==> config.mk <==
export PLATFORM = sky130hd
export DESIGN_NAME = mem_read_arbiter_flat
export DESIGN_NICKNAME = d
export VERILOG_FILES = /design/src/rtl/mem_read_arbiter_pkg.sv /design/src/rtl/mem_read_arbiter_if.sv /design/src/rtl/mem_read_arbiter_rr_arbiter2.sv /design/src/rtl/mem_read_arbiter.sv /design/src/flat_wrapper.sv
export SDC_FILE = /design/constraint.sdc
export NUM_CORES = 1
export LEC_CHECK = 0
export ABC_CLOCK_PERIOD_IN_PS = 3600
export CORE_MARGIN = 5
export CORE_UTILIZATION = 29
export CTS_CLUSTER_DIAMETER = 40
export DETAILED_ROUTE_END_ITERATION = 12
export PLACE_DENSITY = 0.77
export RECOVER_POWER = 100
export SYNTH_ARGS = -nofsm -noshare
export SYNTH_HDL_FRONTEND = slang
export SYNTH_SLANG_ARGS = --single-unit
==> constraint.sdc <==
create_clock -name clk -period 3.6 [get_ports clk]
set_clock_uncertainty 0.15 [all_clocks]
set_input_delay 0.72 -clock clk [delete_from_list [all_inputs] [get_ports clk]]
set_output_delay 0.72 -clock clk [all_outputs]
set_load 0.01 [all_outputs]
==> src/rtl/mem_read_arbiter_pkg.sv <==
// Shared types and constants for the cache-refill read arbiter.
package mem_read_arbiter_pkg;

  localparam int unsigned ADDR_WIDTH = 26;
  localparam int unsigned DATA_WIDTH = 32;
  localparam int unsigned LEN_WIDTH  = 4;
  localparam int unsigned ID_WIDTH   = 4;
  localparam int unsigned CNT_WIDTH  = LEN_WIDTH + 1;
  localparam int unsigned NUM_PORTS  = 2;

  localparam logic ARB_ICACHE = 1'b0;
  localparam logic ARB_DCACHE = 1'b1;

  typedef enum logic [1:0] {
    IDLE = 2'd0,
    ADDR = 2'd1,
    DATA = 2'd2
  } arb_state_t;

  typedef struct packed {
    logic [ADDR_WIDTH-1:0] addr;
    logic [LEN_WIDTH-1:0]  len;
    logic [ID_WIDTH-1:0]   id;
  } ar_req_t;

  // Beat counter increment that sticks at all-ones instead of wrapping.
  function automatic logic [CNT_WIDTH-1:0] sat_inc(input logic [CNT_WIDTH-1:0] v);
    return (&v) ? v : v + CNT_WIDTH'(1);
  endfunction

endpackage

==> src/rtl/mem_read_arbiter_if.sv <==
// One AXI read channel pair (AR + R); master drives requests, slave drives data.
interface mem_read_arbiter_if;
  import mem_read_arbiter_pkg::*;

  logic                  arvalid;
  logic                  arready;
  logic [ADDR_WIDTH-1:0] araddr;
  logic [LEN_WIDTH-1:0]  arlen;
  logic [ID_WIDTH-1:0]   arid;
  logic                  rvalid;
  logic                  rready;
  logic [DATA_WIDTH-1:0] rdata;
  logic                  rlast;

  modport master (
    output arvalid, araddr, arlen, arid, rready,
    input  arready, rvalid, rdata, rlast
  );

  modport slave (
    input  arvalid, araddr, arlen, arid, rready,
    output arready, rvalid, rdata, rlast
  );

endinterface

==> src/rtl/mem_read_arbiter_rr_arbiter2.sv <==
// Two-request round-robin picker: on contention the port not served last wins.
module rr_arbiter2
  import mem_read_arbiter_pkg::*;
(
  input  logic [NUM_PORTS-1:0] req,
  input  logic                 last_grant,
  output logic                 grant_c,
  output logic                 any_c
);

  always_comb begin
    any_c = |req;
    unique case (req)
      2'b11:   grant_c = ~last_grant;
      2'b10:   grant_c = ARB_DCACHE;
      default: grant_c = ARB_ICACHE;
    endcase
  end

endmodule

==> src/rtl/mem_read_arbiter.sv <==
// Shares the downstream AXI read port between I-cache and D-cache, one refill burst at a time.
module mem_read_arbiter
  import mem_read_arbiter_pkg::*;
(
  input  logic               clk,
  input  logic               rst,
  mem_read_arbiter_if.slave  s_icache,
  mem_read_arbiter_if.slave  s_dcache,
  mem_read_arbiter_if.master m_mem,
  output logic               len_err
);

  localparam int unsigned SUM_WIDTH = CNT_WIDTH + 1;

  arb_state_t           state_q, state_d;
  logic                 owner_q, owner_d;
  logic                 last_grant_q, last_grant_d;
  ar_req_t              ar_q, ar_d;
  logic [CNT_WIDTH-1:0] beat_cnt_q, beat_cnt_d;
  logic                 len_err_q, len_err_d;

  logic [NUM_PORTS-1:0]                 s_arvalid;
  logic [NUM_PORTS-1:0]                 s_rready;
  ar_req_t [NUM_PORTS-1:0]              s_ar;
  logic                                 grant_c;
  logic                                 grant_any_c;
  logic                                 m_rready_c;
  logic                                 r_beat_c;
  logic [SUM_WIDTH-1:0]                 beats_seen_c;
  logic [NUM_PORTS-1:0]                 s_arready_c;
  logic [NUM_PORTS-1:0]                 s_rvalid_c;
  logic [NUM_PORTS-1:0]                 s_rlast_c;
  logic [NUM_PORTS-1:0][DATA_WIDTH-1:0] s_rdata_c;

  // Gather both upstream ports into index-addressable vectors.
  assign s_arvalid = {s_dcache.arvalid, s_icache.arvalid};
  assign s_rready  = {s_dcache.rready,  s_icache.rready};
  assign s_ar[ARB_ICACHE] = ar_req_t'{addr: s_icache.araddr, len: s_icache.arlen, id: s_icache.arid};
  assign s_ar[ARB_DCACHE] = ar_req_t'{addr: s_dcache.araddr, len: s_dcache.arlen, id: s_dcache.arid};

  rr_arbiter2 u_rr (
    .req        (s_arvalid),
    .last_grant (last_grant_q),
    .grant_c    (grant_c),
    .any_c      (grant_any_c)
  );

  assign m_rready_c   = (state_q == DATA) && s_rready[owner_q];
  assign r_beat_c     = m_rready_c && m_mem.rvalid;
  assign beats_seen_c = SUM_WIDTH'(beat_cnt_q) + SUM_WIDTH'(1);

  // Next-state: grant in IDLE, address handshake in ADDR, beat counting in DATA.
  always_comb begin
    state_d      = state_q;
    owner_d      = owner_q;
    last_grant_d = last_grant_q;
    ar_d         = ar_q;
    beat_cnt_d   = beat_cnt_q;
    len_err_d    = len_err_q;
    unique case (state_q)
      IDLE: begin
        if (grant_any_c) begin
          owner_d = grant_c;
          ar_d    = s_ar[grant_c];
          state_d = ADDR;
        end
      end
      ADDR: begin
        if (m_mem.arready) begin
          beat_cnt_d = '0;
          state_d    = DATA;
        end
      end
      DATA: begin
        if (r_beat_c) begin
          beat_cnt_d = sat_inc(beat_cnt_q);
          if (m_mem.rlast) begin
            if (beats_seen_c != SUM_WIDTH'(ar_q.len)) begin
              len_err_d = 1'b1;
            end
            last_grant_d = owner_q;
            state_d      = IDLE;
          end
        end
      end
      default: state_d = IDLE;
    endcase
  end

  always_ff @(posedge clk) begin
    if (rst) begin
      state_q      <= IDLE;
      owner_q      <= ARB_ICACHE;
      last_grant_q <= ARB_DCACHE;
      ar_q         <= '0;
      beat_cnt_q   <= '0;
      len_err_q    <= 1'b0;
    end else begin
      state_q      <= state_d;
      owner_q      <= owner_d;
      last_grant_q <= last_grant_d;
      ar_q         <= ar_d;
      beat_cnt_q   <= beat_cnt_d;
      len_err_q    <= len_err_d;
    end
  end

  // Handshake steering: only the owner sees arready / R beats, and only in its phase.
  always_comb begin
    s_arready_c = '0;
    s_rvalid_c  = '0;
    s_rlast_c   = '0;
    s_rdata_c   = '0;
    if (state_q == ADDR) begin
      s_arready_c[owner_q] = m_mem.arready;
    end
    if (state_q == DATA) begin
      s_rvalid_c[owner_q] = m_mem.rvalid;
      s_rlast_c[owner_q]  = m_mem.rlast;
      s_rdata_c[owner_q]  = m_mem.rdata;
    end
  end

  assign m_mem.arvalid = (state_q == ADDR);
  assign m_mem.araddr  = ar_q.addr;
  assign m_mem.arlen   = ar_q.len;
  assign m_mem.arid    = ar_q.id;
  assign m_mem.rready  = m_rready_c;

  assign s_icache.arready = s_arready_c[ARB_ICACHE];
  assign s_icache.rvalid  = s_rvalid_c[ARB_ICACHE];
  assign s_icache.rlast   = s_rlast_c[ARB_ICACHE];
  assign s_icache.rdata   = s_rdata_c[ARB_ICACHE];
  assign s_dcache.arready = s_arready_c[ARB_DCACHE];
  assign s_dcache.rvalid  = s_rvalid_c[ARB_DCACHE];
  assign s_dcache.rlast   = s_rlast_c[ARB_DCACHE];
  assign s_dcache.rdata   = s_rdata_c[ARB_DCACHE];

  assign len_err = len_err_q;

endmodule

==> src/flat_wrapper.sv <==
// flat-port wrapper written by rule: the top's interface ports become plain ports
module mem_read_arbiter_flat import mem_read_arbiter_pkg::*;
  (clk, rst, len_err, s_icache_arvalid, s_icache_araddr, s_icache_arlen, s_icache_arid, s_icache_rready, s_icache_arready, s_icache_rvalid, s_icache_rdata, s_icache_rlast, s_dcache_arvalid, s_dcache_araddr, s_dcache_arlen, s_dcache_arid, s_dcache_rready, s_dcache_arready, s_dcache_rvalid, s_dcache_rdata, s_dcache_rlast, m_mem_arvalid, m_mem_araddr, m_mem_arlen, m_mem_arid, m_mem_rready, m_mem_arready, m_mem_rvalid, m_mem_rdata, m_mem_rlast);
  mem_read_arbiter_if s_icache_i ();
  mem_read_arbiter_if s_dcache_i ();
  mem_read_arbiter_if m_mem_i ();
  input  logic clk;
  input  logic rst;
  output logic len_err;
  input wire logic [$bits(s_icache_i.arvalid)-1:0] s_icache_arvalid;
  input wire logic [$bits(s_icache_i.araddr)-1:0] s_icache_araddr;
  input wire logic [$bits(s_icache_i.arlen)-1:0] s_icache_arlen;
  input wire logic [$bits(s_icache_i.arid)-1:0] s_icache_arid;
  input wire logic [$bits(s_icache_i.rready)-1:0] s_icache_rready;
  output wire logic [$bits(s_icache_i.arready)-1:0] s_icache_arready;
  output wire logic [$bits(s_icache_i.rvalid)-1:0] s_icache_rvalid;
  output wire logic [$bits(s_icache_i.rdata)-1:0] s_icache_rdata;
  output wire logic [$bits(s_icache_i.rlast)-1:0] s_icache_rlast;
  input wire logic [$bits(s_dcache_i.arvalid)-1:0] s_dcache_arvalid;
  input wire logic [$bits(s_dcache_i.araddr)-1:0] s_dcache_araddr;
  input wire logic [$bits(s_dcache_i.arlen)-1:0] s_dcache_arlen;
  input wire logic [$bits(s_dcache_i.arid)-1:0] s_dcache_arid;
  input wire logic [$bits(s_dcache_i.rready)-1:0] s_dcache_rready;
  output wire logic [$bits(s_dcache_i.arready)-1:0] s_dcache_arready;
  output wire logic [$bits(s_dcache_i.rvalid)-1:0] s_dcache_rvalid;
  output wire logic [$bits(s_dcache_i.rdata)-1:0] s_dcache_rdata;
  output wire logic [$bits(s_dcache_i.rlast)-1:0] s_dcache_rlast;
  output wire logic [$bits(m_mem_i.arvalid)-1:0] m_mem_arvalid;
  output wire logic [$bits(m_mem_i.araddr)-1:0] m_mem_araddr;
  output wire logic [$bits(m_mem_i.arlen)-1:0] m_mem_arlen;
  output wire logic [$bits(m_mem_i.arid)-1:0] m_mem_arid;
  output wire logic [$bits(m_mem_i.rready)-1:0] m_mem_rready;
  input wire logic [$bits(m_mem_i.arready)-1:0] m_mem_arready;
  input wire logic [$bits(m_mem_i.rvalid)-1:0] m_mem_rvalid;
  input wire logic [$bits(m_mem_i.rdata)-1:0] m_mem_rdata;
  input wire logic [$bits(m_mem_i.rlast)-1:0] m_mem_rlast;
  assign s_icache_i.arvalid = s_icache_arvalid;
  assign s_icache_i.araddr = s_icache_araddr;
  assign s_icache_i.arlen = s_icache_arlen;
  assign s_icache_i.arid = s_icache_arid;
  assign s_icache_i.rready = s_icache_rready;
  assign s_icache_arready = s_icache_i.arready;
  assign s_icache_rvalid = s_icache_i.rvalid;
  assign s_icache_rdata = s_icache_i.rdata;
  assign s_icache_rlast = s_icache_i.rlast;
  assign s_dcache_i.arvalid = s_dcache_arvalid;
  assign s_dcache_i.araddr = s_dcache_araddr;
  assign s_dcache_i.arlen = s_dcache_arlen;
  assign s_dcache_i.arid = s_dcache_arid;
  assign s_dcache_i.rready = s_dcache_rready;
  assign s_dcache_arready = s_dcache_i.arready;
  assign s_dcache_rvalid = s_dcache_i.rvalid;
  assign s_dcache_rdata = s_dcache_i.rdata;
  assign s_dcache_rlast = s_dcache_i.rlast;
  assign m_mem_arvalid = m_mem_i.arvalid;
  assign m_mem_araddr = m_mem_i.araddr;
  assign m_mem_arlen = m_mem_i.arlen;
  assign m_mem_arid = m_mem_i.arid;
  assign m_mem_rready = m_mem_i.rready;
  assign m_mem_i.arready = m_mem_arready;
  assign m_mem_i.rvalid = m_mem_rvalid;
  assign m_mem_i.rdata = m_mem_rdata;
  assign m_mem_i.rlast = m_mem_rlast;
  mem_read_arbiter u_core (.clk(clk), .rst(rst), .s_icache(s_icache_i), .s_dcache(s_dcache_i), .m_mem(m_mem_i), .len_err(len_err));
endmodule
# Word-level counts from Yosys, hierarchy flattened
# Index checks and enable logic that the tools add are counted.
dict set report totals {
  output_inout_bits 107
  reg_bits 44
  inputBits 109
}
dict set report op_classes {
  n_reduce_logical 12
  eq_ne 10
  mux 22
  n_addsub 2
  bitwise 5
  order_cmp 3
}
# operator count
set op_table {}
lappend op_table {{2-to-1 mux 34 bit} 2}
lappend op_table {{bitwise AND 64 bit} 1}
lappend op_table {{2-to-1 mux 64 bit} 1}
lappend op_table {{demux 32 bit (select 1 bit)} 1}
lappend op_table {{2-to-1 mux 32 bit} 1}
lappend op_table {{2-to-1 mux 5 bit} 3}
lappend op_table {{2-to-1 mux 2 bit} 7}
lappend op_table {{AND reduction 4 bit} 3}
lappend op_table {{case mux 5 bit (2 select lines)} 1}
lappend op_table {{adder 5 x 1 -> 6 bit, second input constant} 1}
lappend op_table {{bitwise AND 2 bit} 3}
lappend op_table {{equality test 2 bit, second input constant} 3}
lappend op_table {{!= test 2 x 1 -> 1 bit, second input constant} 3}
lappend op_table {{!= test 6 x 4 -> 1 bit} 1}
lappend op_table {{case mux 2 bit (3 select lines)} 1}
lappend op_table {{adder 5 x 1 -> 5 bit, second input constant} 1}
lappend op_table {{AND reduction 5 bit} 1}
lappend op_table {{less-than comparator 1 x 2 -> 1 bit, second input constant} 2}
lappend op_table {{!= test 2 bit, second input constant} 2}
lappend op_table {{logical AND 1 bit} 3}
lappend op_table {{2-to-1 mux 1 bit} 3}
lappend op_table {{AND reduction 3 bit} 1}
lappend op_table {{equality test 2 x 1 -> 1 bit, second input constant} 1}
lappend op_table {{zero test 2 bit} 1}
lappend op_table {{other kinds (7)} 7}

# Depth between registers and ports, before layout
dict set report depth {
  ltp_word 6
  ltp_mapped 6
  depth_no_buf 6
}

# Hierarchy
# A second synthesis with hierarchy kept.
dict set report hier_totals {
  hier_cells 295
  hier_area_um2 2532.4
}
# module seq_area_each_um2 instances cells_per_inst area_each_um2
set by_module_without_submodules {}
lappend by_module_without_submodules {mem_read_arbiter 880.8 1 293 2518.7}
lappend by_module_without_submodules {rr_arbiter2 0.0 1 2 13.8}

# Worst setup path after synthesis
# OpenSTA, ideal clock, no wires.
dict set report synth_timing {
  path_type {reg-to-reg}
  start {reg u_core.beat_cnt_q[0]}
  end {reg u_core.beat_cnt_q[2]}
  t_arrival_ns 2.056
  setup_slack_ns 1.320
  synth_period_minus_slack_ns 2.280
  stages_incl_launch_ff 7
  path_cell_list {dfxtp_1 -> ha_1 -> and3_1 -> ha_1 -> o41a_4 -> or4b_1 -> a31oi_1}
}
dict set report synth_via {
  elab_chain_cells 4
  word_cells_on_any_way 7
  classes_between {1 x add/sub; 1 x eq/ne; 3 x mux; 2 x reduce/logical}
}
# item line
set synth_rtl {}
lappend synth_rtl {{start: declaration} mem_read_arbiter.sv:19} ;# logic [CNT_WIDTH-1:0] beat_cnt_q, beat_cnt_d;
lappend synth_rtl {{start signal: assignment} mem_read_arbiter.sv:103} ;# beat_cnt_q <= beat_cnt_d;
lappend synth_rtl {{adder 5 x 1 -> 5 bit} mem_read_arbiter_pkg.sv:28} ;# return (&v) ? v : v + CNT_WIDTH'(1);
lappend synth_rtl {{2-to-1 mux 5 bit} mem_read_arbiter_pkg.sv:28}
lappend synth_rtl {{2-to-1 mux 5 bit} mem_read_arbiter.sv:75} ;# if (r_beat_c) begin
lappend synth_rtl {{case mux 5 bit (2 select lines)} mem_read_arbiter.sv:60} ;# unique case (state_q)
# Parallel ways exist; a longest one is shown, timed or not. The select of a mux whose other input is x is not followed.
# A chain may end at the register's enable or synchronous reset.

# Worst setup path in the final report
dict set report layout_timing {
  start {reg u_core.state_q[1]}
  end {out s_dcache_rdata[14]}
}
dict set report layout_via {
  elab_chain_cells 2
}
# item line
set layout_rtl {}
lappend layout_rtl {{start: declaration} mem_read_arbiter.sv:15} ;# arb_state_t state_q, state_d;
lappend layout_rtl {{start signal: assignment} mem_read_arbiter.sv:99} ;# state_q <= state_d;
lappend layout_rtl {{equality test 2 bit} mem_read_arbiter.sv:117} ;# if (state_q == DATA) begin
lappend layout_rtl {{2-to-1 mux 64 bit} mem_read_arbiter.sv:117}
lappend layout_rtl {{end: declaration} flat_wrapper.sv:26} ;# output wire logic [$bits(s_dcache_i.rdata)-1:0] s_dcache_rdata;
# Every way passes these cells.

==> results.py <==
metrics = {
    "clocking": {
        "path_clk_slew_ns": 0.08,
        "cts_resized": 0,
        "clkSinkCount": 44,
        "cts_tree": "done",
        "clockRootBuffer": "clkbuf_8",
        "cts_hold_buffers": 0,
        "cts_htree_levels": 2,
        "clock_path_buffers": 2,
        "cts_buffers": 5,
        "insertion_delay_ns": 0.29,
        "post_cts_buffers": 0,
    },
    "global_routing": {
        "grt_max_degree": 71,
        "grt_pass1_vias": 2756,
        "groute.usage.overall_pct": 16.0,
        "antenna_found_initial": 0,
        "grt_pass1_wl_um": 13600,
        "grt-ovfl-total": 0,
    },
    "setup_path": {
        "critPathBufInv": 2,
        "slowest_stage": "dlygate4sd3_1",
        "crit_chain": "nor2b_2 -> clkbuf_2 -> and3_1 -> dlygate4sd3_1",
        "worstPathMaxFanout": 39,
        "critPathCaptureType": "primary output",
        "critPathLaunchType": "register",
        "cp.arrival_ns": 2.25,
        "slowest_delay_ns": 0.61,
        "cp.depth": 4,
        "required_ns": 2.73,
        "path_delay_family": "buffers and inverters",
        "worst_r2r_path_depth": 6,
        "r2r_slack_ns": 1.16,
        "worst-setup-path-type": "register to primary output",
    },
    "routing": {
        "wl_met1_um": 3390,
        "drt_iter0_markers": 46,
        "wl_met3_um": 1140,
        "drt-total-wl_um": 9290,
        "vias": 2897,
        "drtAntennaViolNets": 0,
        "drt-wirelength-per-cell_um": 15.2,
        "via_per_inst": 4.75,
        "dr.pass1.iters": 4,
        "drc": 0,
        "dr_wl_met2_um": 4600,
        "highest_layer": "met4",
    },
    "placement": {
        "hpwl_um": 7610,
        "dp_cells": 604,
        "gp_congestion": 0.821,
        "port_buffers": 215,
    },
    "floorplan": {
        "row_count": 34,
        "die_w_um": 103,
        "die_area_um2": 10700,
        "die-height_um": 103,
        "ios": 216,
        "start_util_pct": 29.3,
        "coreArea_um2": 8590,
    },
    "synthesis": {
        "yosys.area.top_type": "dfxtp_1",
        "postSynthAreaPerCell_um2": 8.40,
        "seq_area_frac_synth_pct": 35.0,
        "synth_seq_cells": 44,
        "netlist_area_um2": 2520,
        "synth_top_area_share_pct": 35.0,
        "ys_types": 30,
        "syn_nets": 411,
        "synthCells": 300,
        "async_flop_share_pct": 0,
        "synth_ff_type": "dfxtp_1",
        "yosysWarnings": 0,
        "synth_edf_count": 0,
        "synth_area_leaders": "dfxtp_1, mux2i_1, a211oi_1",
    },
    "final_layout": {
        "drive_gt1_share_pct": 3.59,
        "multi_input_area_um2": 1530,
        "diodes": 0,
        "fin_util_pct": 56.5,
        "seq_area_um2": 881,
        "fill_cells": 790,
        "nets": 614,
        "stdcell_count": 610,
        "syn_to_final_growth_pct": 92.7,
    },
    "timing": {
        "slew_headroom_pct": 15.2,
        "period_share_pct": 86.8,
        "rsz0062_at_grt": "false",
        "setup_tns_ns": 0,
        "final-max-slew-violation-count": 0,
        "final-hold-violation-count": 0,
        "fmax_ghz": 0.320,
        "setup_viol": 0,
        "period_needed_ns": 3.12,
        "tightest_slew_ns": 1.27,
        "worst_hold_slack_ns": 0.331,
    },
    "power": {
        "leakage_nw": 2.17,
        "power.density_nw_per_um2": 284,
        "peakVddDrop_v": 0.000221,
        "power_w": 0.00138,
    },
    "worst_hold_path": {
        "hp-class": "register to register",
        "hold-path-cell-count": 2,
    },
    "run": {
        "drv_cap": 0,
    },
    "run_status": {
        "run_status": "complete, no violations",
    },
}
==> state kept, by name, indices dropped and copies added (netlist names) <==
name / flops
u_core.len_err: 1
u_core.owner_q: 1
u_core.m_mem.arlen: 4
u_core.m_mem.araddr: 26
u_core.beat_cnt_q: 5
u_core.m_mem.arid: 4
u_core.last_grant_q: 1
u_core.state_q: 2
==> final timing paths <==
| kind | startpoint | end |
|---|---|---|
| setup reg to reg | u_core.beat_cnt_q[0] | u_core.beat_cnt_q[2] |
| hold reg to reg | u_core.beat_cnt_q[1] | u_core.beat_cnt_q[1] |
| hold / removal | u_core.beat_cnt_q[1] | u_core.beat_cnt_q[1] |
| setup / recovery | u_core.state_q[1] | s_dcache_rdata[14] |
==> metal layers <==
metal  up-vias  global-route usage, %
li1       1475                      -
met1      1274                   17.4
met2       139                   29.0
met3         9                   5.97
met4         0                   4.28
met5         -                      0
==> logic make-up after synthesis <==
logic type / synth area share (%)
compound gates: 14.0
buf+inv: 4.67
xor+xnor: 1.74
fa+ha+maj: 0.993
flops: 35.0
mux: 14.3
simple gates: 29.3
==> power by group <==
| part | internal [W] | switching, W |
|---|---|---|
| clock | 0.000199 | 0.000155 |
| combinational | 0.000262 | 0.000196 |
| sequential | 0.000538 | 0.0000295 |
==> layout make-up <==
cell class | instances | area share, %
timing repair buffer | 223 | 45.4
multi-input combinational | 226 | 31.4
sequential | 44 | 18.1
tap | 108 | 2.78
clock buffer | 5 | 1.42
clock inverter | 1 | 0.618
inverter | 3 | 0.232
==> Yosys cell counts (2+ instances only) <==
| master | n |
|---|---|
| nor2_1 | 41 |
| nor3_1 | 4 |
| dfxtp_1 | 44 |
| nand3b_1 | 4 |
| a211o_1 | 2 |
| nand2_1 | 8 |
| and2_1 | 33 |
| nor2b_1 | 3 |
| a31oi_1 | 2 |
| nand3_1 | 2 |
| mux2i_1 | 36 |
| a211oi_1 | 34 |
| ha_1 | 2 |
| and3_1 | 36 |
| inv_1 | 3 |
| buf_2 | 4 |
| a21oi_1 | 5 |
| xnor2_1 | 4 |
| clkbuf_1 | 22 |
==> per-stage QoR <==
stage | worst slack (ns) | area (µm²)
5_1_grt | 0.276 | 4860
2_1_floorplan | 1.32 | 2520
4_1_cts | 0.585 | 4890
6_report | 0.476 | 4860
3_3_place_gp | 0.590 | 4790
3_5_place_dp | 0.605 | 4790
==> placed cells by master, fill, tap and decap left out, types with 2 or more instances in the layout <==
master	n
nand3_1	2
and2_0	4
a211oi_1	34
inv_1	3
nor2b_1	2
clkbuf_2	3
and2_1	29
xnor2_1	4
a211o_1	2
dlygate4sd3_1	86
nor2_1	41
buf_4	5
clkbuf_8	5
mux2i_1	36
nor3_1	4
clkdlybuf4s50_1	129
and3_1	36
ha_1	2
a31oi_1	2
nand2_1	8
nand3b_1	4
a21oi_1	5
dfxtp_1	44
==> worst register-to-register path, cell delays in order, from the launching register on <==
cell and delay (ns):
dfxtp_1 0.35, ha_1 0.25, and3_1 0.20, ha_1 0.18, o41a_1 0.53, or4b_1 0.54, a31oi_1 0.17
(Power assumes the default switching activity.)
